==> src/rtl/lvt_write_scheduler.sv <==
// Write-side feeder for the 2W/2R LVT memory: per-port request FIFOs, dual-lane issue
// with same-address serialisation under alternating priority, and read-hazard flags.
module lvt_write_scheduler #(
    parameter int DATA_WIDTH = 8,
    parameter int ADDR_WIDTH = 5,
    parameter int FIFO_DEPTH = 4
) (
    input  logic                            clk,
    input  logic                            reset,
    input  logic [1:0]                      wrReqValid,
    output logic [1:0]                      wrReqReady,
    input  logic [1:0][ADDR_WIDTH-1:0]      wrReqAddr,
    input  logic [1:0][DATA_WIDTH-1:0]      wrReqData,
    input  logic                            hold,
    output logic [1:0][ADDR_WIDTH-1:0]      wrAddr,
    output logic [1:0][DATA_WIDTH-1:0]      dIn,
    output logic [1:0]                      wren,
    input  logic [1:0][ADDR_WIDTH-1:0]      rdAddr,
    output logic [1:0]                      rdHazard,
    output logic [15:0]                     collCount
);

    localparam int PTR_W = $clog2(FIFO_DEPTH);
    localparam int CNT_W = PTR_W + 1;
    localparam logic [CNT_W-1:0] DEPTH_C = CNT_W'(FIFO_DEPTH);

    logic [ADDR_WIDTH-1:0]              r_fifo_addr [2][FIFO_DEPTH];
    logic [DATA_WIDTH-1:0]              r_fifo_data [2][FIFO_DEPTH];
    logic [1:0][PTR_W-1:0]              r_wr_ptr;
    logic [1:0][PTR_W-1:0]              r_rd_ptr;
    logic [1:0][CNT_W-1:0]              r_count;
    logic                               r_coll_pri;

    logic [1:0]                         w_head_valid;
    logic [1:0]                         w_push;
    logic [1:0]                         w_issue;
    logic [1:0][ADDR_WIDTH-1:0]         w_head_addr;
    logic [1:0][DATA_WIDTH-1:0]         w_head_data;
    logic [1:0][FIFO_DEPTH-1:0]         w_live;
    logic                               w_coll;

    genvar gi, ge;
    generate
        for (gi = 0; gi < 2; gi++) begin : g_port
            assign wrReqReady[gi]   = r_count[gi] < DEPTH_C;
            assign w_head_valid[gi] = r_count[gi] != '0;
            assign w_head_addr[gi]  = r_fifo_addr[gi][r_rd_ptr[gi]];
            assign w_head_data[gi]  = r_fifo_data[gi][r_rd_ptr[gi]];
            assign w_push[gi]       = wrReqValid[gi] & wrReqReady[gi];
            // An entry is live when its distance from the read pointer is below the fill count.
            for (ge = 0; ge < FIFO_DEPTH; ge++) begin : g_entry
                logic [PTR_W-1:0] w_offset;
                assign w_offset       = PTR_W'(ge) - r_rd_ptr[gi];
                assign w_live[gi][ge] = {1'b0, w_offset} < r_count[gi];
            end
        end
    endgenerate

    assign w_coll = (&w_head_valid) && (w_head_addr[0] == w_head_addr[1]);

    always_comb begin
        w_issue = '0;
        if (!hold) begin
            if (w_coll) begin
                w_issue = r_coll_pri ? 2'b10 : 2'b01;
            end else begin
                w_issue = w_head_valid;
            end
        end
    end

    // Hazard covers both queued writes and the writes currently on the memory ports.
    always_comb begin
        rdHazard = '0;
        for (int r = 0; r < 2; r++) begin
            for (int p = 0; p < 2; p++) begin
                if (wren[p] && (wrAddr[p] == rdAddr[r])) begin
                    rdHazard[r] = 1'b1;
                end
                for (int e = 0; e < FIFO_DEPTH; e++) begin
                    if (w_live[p][e] && (r_fifo_addr[p][e] == rdAddr[r])) begin
                        rdHazard[r] = 1'b1;
                    end
                end
            end
        end
    end

    always_ff @(posedge clk) begin
        for (int p = 0; p < 2; p++) begin
            if (w_push[p]) begin
                r_fifo_addr[p][r_wr_ptr[p]] <= wrReqAddr[p];
                r_fifo_data[p][r_wr_ptr[p]] <= wrReqData[p];
            end
        end
    end

    always_ff @(posedge clk or negedge reset) begin
        if (!reset) begin
            r_wr_ptr   <= '0;
            r_rd_ptr   <= '0;
            r_count    <= '0;
            wren       <= '0;
            wrAddr     <= '0;
            dIn        <= '0;
            r_coll_pri <= 1'b0;
            collCount  <= '0;
        end else begin
            for (int p = 0; p < 2; p++) begin
                if (w_push[p]) begin
                    r_wr_ptr[p] <= r_wr_ptr[p] + PTR_W'(1);
                end
                if (w_issue[p]) begin
                    r_rd_ptr[p] <= r_rd_ptr[p] + PTR_W'(1);
                    wrAddr[p]   <= w_head_addr[p];
                    dIn[p]      <= w_head_data[p];
                end
                r_count[p] <= r_count[p] + CNT_W'(w_push[p]) - CNT_W'(w_issue[p]);
            end
            wren <= w_issue;
            if (!hold && w_coll) begin
                r_coll_pri <= ~r_coll_pri;
                if (collCount != 16'hFFFF) begin
                    collCount <= collCount + 16'd1;
                end
            end
        end
    end

endmodule
==> config.mk <==
export PLATFORM = sky130hd
export DESIGN_NAME = lvt_write_scheduler
export DESIGN_NICKNAME = d
export VERILOG_FILES = /design/src/rtl/lvt_write_scheduler.sv
export SDC_FILE = /design/constraint.sdc
export NUM_CORES = 1
export LEC_CHECK = 0
export BUFFER_PORTS_ARGS = -buffer_cell sky130_fd_sc_hd__buf_2
export CAP_MARGIN = 20
export CORE_MARGIN = 5
export CORE_UTILIZATION = 63
export DETAILED_ROUTE_END_ITERATION = 8
export GPL_TIMING_DRIVEN = 0
export PLACE_DENSITY_LB_ADDON = 0.25
export REMOVE_ABC_BUFFERS = 1
export SLEW_MARGIN = 20
export SYNTH_ARGS = -nofsm -noshare
export SYNTH_HDL_FRONTEND = slang
export SYNTH_SLANG_ARGS = --single-unit
==> constraint.sdc <==
create_clock -name clk -period 9.3 [get_ports clk]
set_clock_uncertainty 0.1 [all_clocks]
set_input_delay 0.93 -clock clk [delete_from_list [all_inputs] [get_ports clk]]
set_output_delay 0.93 -clock clk [all_outputs]
set_load 0.1 [all_outputs]
==> results.sh <==
export IMPL_yosys_register_bits=163
export IMPL_grt_ovfl_total=0
export IMPL_start_util=0.6376
export IMPL_rsz0062_at_grt="no"
export IMPL_slowest_delay_ps=940
export IMPL_reg2reg_depth=10
export IMPL_crit_end="r_count[2]"
export IMPL_cts_resized=0
export IMPL_wl_per_cell_um=20.81
export IMPL_grt_antenna_before_repair=0
export IMPL_cp_max_fo=20
export IMPL_path_cells="mux4_2, xnor2_1, nand4_2, o31ai_4, inv_1, ha_1, inv_1, ha_1, fa_1, xnor2_1"
export IMPL_yosys_warnings=0
export IMPL_fin_crit_sh=0.4873
export IMPL_via_count=4778
export IMPL_placed_cells=785
export IMPL_tns_ps=0
export IMPL_num_antenna_cells=0
export IMPL_gp_congestion=0.8991
export IMPL_die_w_um=122.6
export IMPL_instances_no_fill=817
export IMPL_first_pass_iters=4
export IMPL_synth_edff_count=104
export IMPL_cpMaxStageDelayCell="dfrtp_1"
export IMPL_syn_inst=552
export IMPL_drt_iter0_markers=286
export IMPL_end_kind="flip-flop"
export IMPL_clkSlewWorstSetupHoldPaths_ps=70
export IMPL_crit_family="flip-flops"
export IMPL_hold_class="input pin to asynchronous set/reset pin"
export IMPL_clock_latency_ps=430
export IMPL_cts_num_sinks=163
export IMPL_tightest_slew_ps=1138
export IMPL_drt_wl_total_mm=17.00
export IMPL_cp_startpoint="r_rd_ptr[3]"
export IMPL_p_leak_uw=0.003599
export IMPL_max_cap_violations=0
export IMPL_cp_num_cells=10
export IMPL_synth_ff_type="edfxtp_1"
export IMPL_grt_pass1_wl_mm=27.46
export IMPL_synth_area_top_cells="edfxtp_1 39%, dfrtp_1 18%, xor2_1 8.3%, mux4_2 7.3%, xnor2_1 6.3%"
export IMPL_arrival_ps=4740
export IMPL_r2r_end="r_count[2]"
export IMPL_dp_hpwl_mm=11.96
export IMPL_fin_util=0.7280
export IMPL_pin_count=89
export IMPL_ant_nets=0
export IMPL_p_per_area_mw_per_mm2=358.1
export IMPL_relSlewSlack=0.2411
export IMPL_area_growth_pct=14.17
export IMPL_grt_max_degree=49
export IMPL_crit_buf_inv=2
export IMPL_finalPower_uw=3264
export IMPL_grtUsageTotal=0.2472
export IMPL_portBuffers=88
export IMPL_yosys_area_top_type="edfxtp_1"
export IMPL_rrSetupSlack_ps=4770
export IMPL_die_area_mm2=0.01502
export IMPL_ys_seq_area_frac=0.5763
export IMPL_setup_viol=0
export IMPL_synthArstFlopShare=0.3620
export IMPL_status="completed"
export IMPL_period_minus_slack_ps=4532
export IMPL_die_h_um=122.6
export IMPL_synth_cell_types=39
export IMPL_avgSynthCellArea_um2=14.46
export IMPL_hold_viol_final=0
export IMPL_cts_setup_buffers=0
export IMPL_cts_root_buf="clkbuf_16"
export IMPL_worst_setup_path_start_kind="flip-flop"
export IMPL_fmax_ghz=0.2207
export IMPL_synthesis_area_mm2=0.007981
export IMPL_clock_path_buffers=2
export IMPL_cts_buffers=17
export IMPL_final_max_slew_viol_count=0
export IMPL_ir_drop_v=0.0002228
export IMPL_rows=41
export IMPL_cts_max_level=4
export IMPL_drive_above_1_share=0.2450
export IMPL_criticalPathCategory="flip-flop to flip-flop"
export IMPL_cts_tree="yes"
export IMPL_remaining_drc_errors=0
export IMPL_fin_nets=696
export IMPL_core_area_mm2=0.01252
export IMPL_cts_hold_buffers=0
export IMPL_drt_vias_per_instance=5.848
export IMPL_r2r_start="r_rd_ptr[3]"
export IMPL_crit_required_ps=9510
export IMPL_synth_top_cell_area_share=0.3913
export IMPL_grt_pass1_vias=5149
-- state kept, by name, summed over array words and instances, names as in the netlist --
register and cells:
r_fifo_data 64, r_fifo_addr 40, collCount 16, dIn 16, wrAddr 10, r_count 6, r_rd_ptr 4, r_wr_ptr 4
wren 2, r_coll_pri 1
-- how the worst min path moves through the flow --
stage                    start         end  slack (ps)
finish                   reset     dIn[12]         260
global route             reset      dIn[7]         260
CTS                      reset      dIn[9]         250
detailed placement      dIn[8]      dIn[8]         370
global placement       dIn[15]     dIn[15]         360
floorplan           r_count[0]  r_count[0]         440
-- report_power, final --
part | total [uW] | switching [uW] | leakage, uW | internal [uW]
logic | 1420 | 985 | 0.00166 | 432
registers | 1160 | 210 | 0.00167 | 948
clock network | 689 | 290 | 0.000273 | 398
total | 3260 | 1480 | 0.00360 | 1780
-- Yosys cell counts (all sizes together) (10+ instances only) --
cell type / instances
clkbuf: 19
dfrtp: 59
edfxtp: 104
ha: 21
inv: 23
mux2: 27
mux4: 26
nand2: 10
nand3: 19
nor3: 18
nor4: 12
xnor2: 57
xor2: 76
-- metal layers --
layer / GRT usage / up-vias / wire, um
met4: 0.09587 / 0 / 309
met2: 0.4115 / 154 / 8491
li1: - / 2170 / -
met3: 0.05023 / 26 / 952
met1: 0.3224 / 2428 / 7247
met5: 0 / - / 0
-- area by class of cell --
cell class              instances  area, um2
multi-input cells             338       3156
clock buffers                  18      429.2
clock inverters                14      153.9
fillers                       838       3405
inverters                      23      86.33
repair buffers                 89      470.5
well taps                     172      215.2
flip-flops and latches        163       4602
-- cells by family (layout without fill, tap and decap cells) --
group | Yosys count | after routing | synth area share
AO/OA/AOI/OAI | 32 | 32 | 0.02900
flip-flops | 163 | 163 | 0.5763
XOR/XNOR | 133 | 133 | 0.1459
AND/OR/NAND/NOR | 97 | 97 | 0.06725
adder cells (fa/ha/maj) | 23 | 23 | 0.03794
multiplexers | 53 | 53 | 0.1152
buffers and inverters | 51 | 144 | 0.02837
-- layout by cell type, fill, tap and decap left out, types with 18 or more instances in the layout --
cell type and instances:
buf_2 87, inv_1 23, xnor2_1 57, nor3_1 18, ha_1 21, edfxtp_1 104, xor2_1 76, mux4_2 26
nand3_1 19, mux2_1 18, dfrtp_1 57
-- metrics by stage --
stage	setup WS, ps	instance area (um2)	hold WS (ps)
2_1_floorplan	5292	7841	439.0
3_3_place_gp	4463	8497	363.2
3_5_place_dp	4339	8527	373.7
4_1_cts	4338	9110	251.7
5_1_grt	4410	9112	258.0
6_report	4768	9112	262.0
Power figures use the tool's default switching activity.
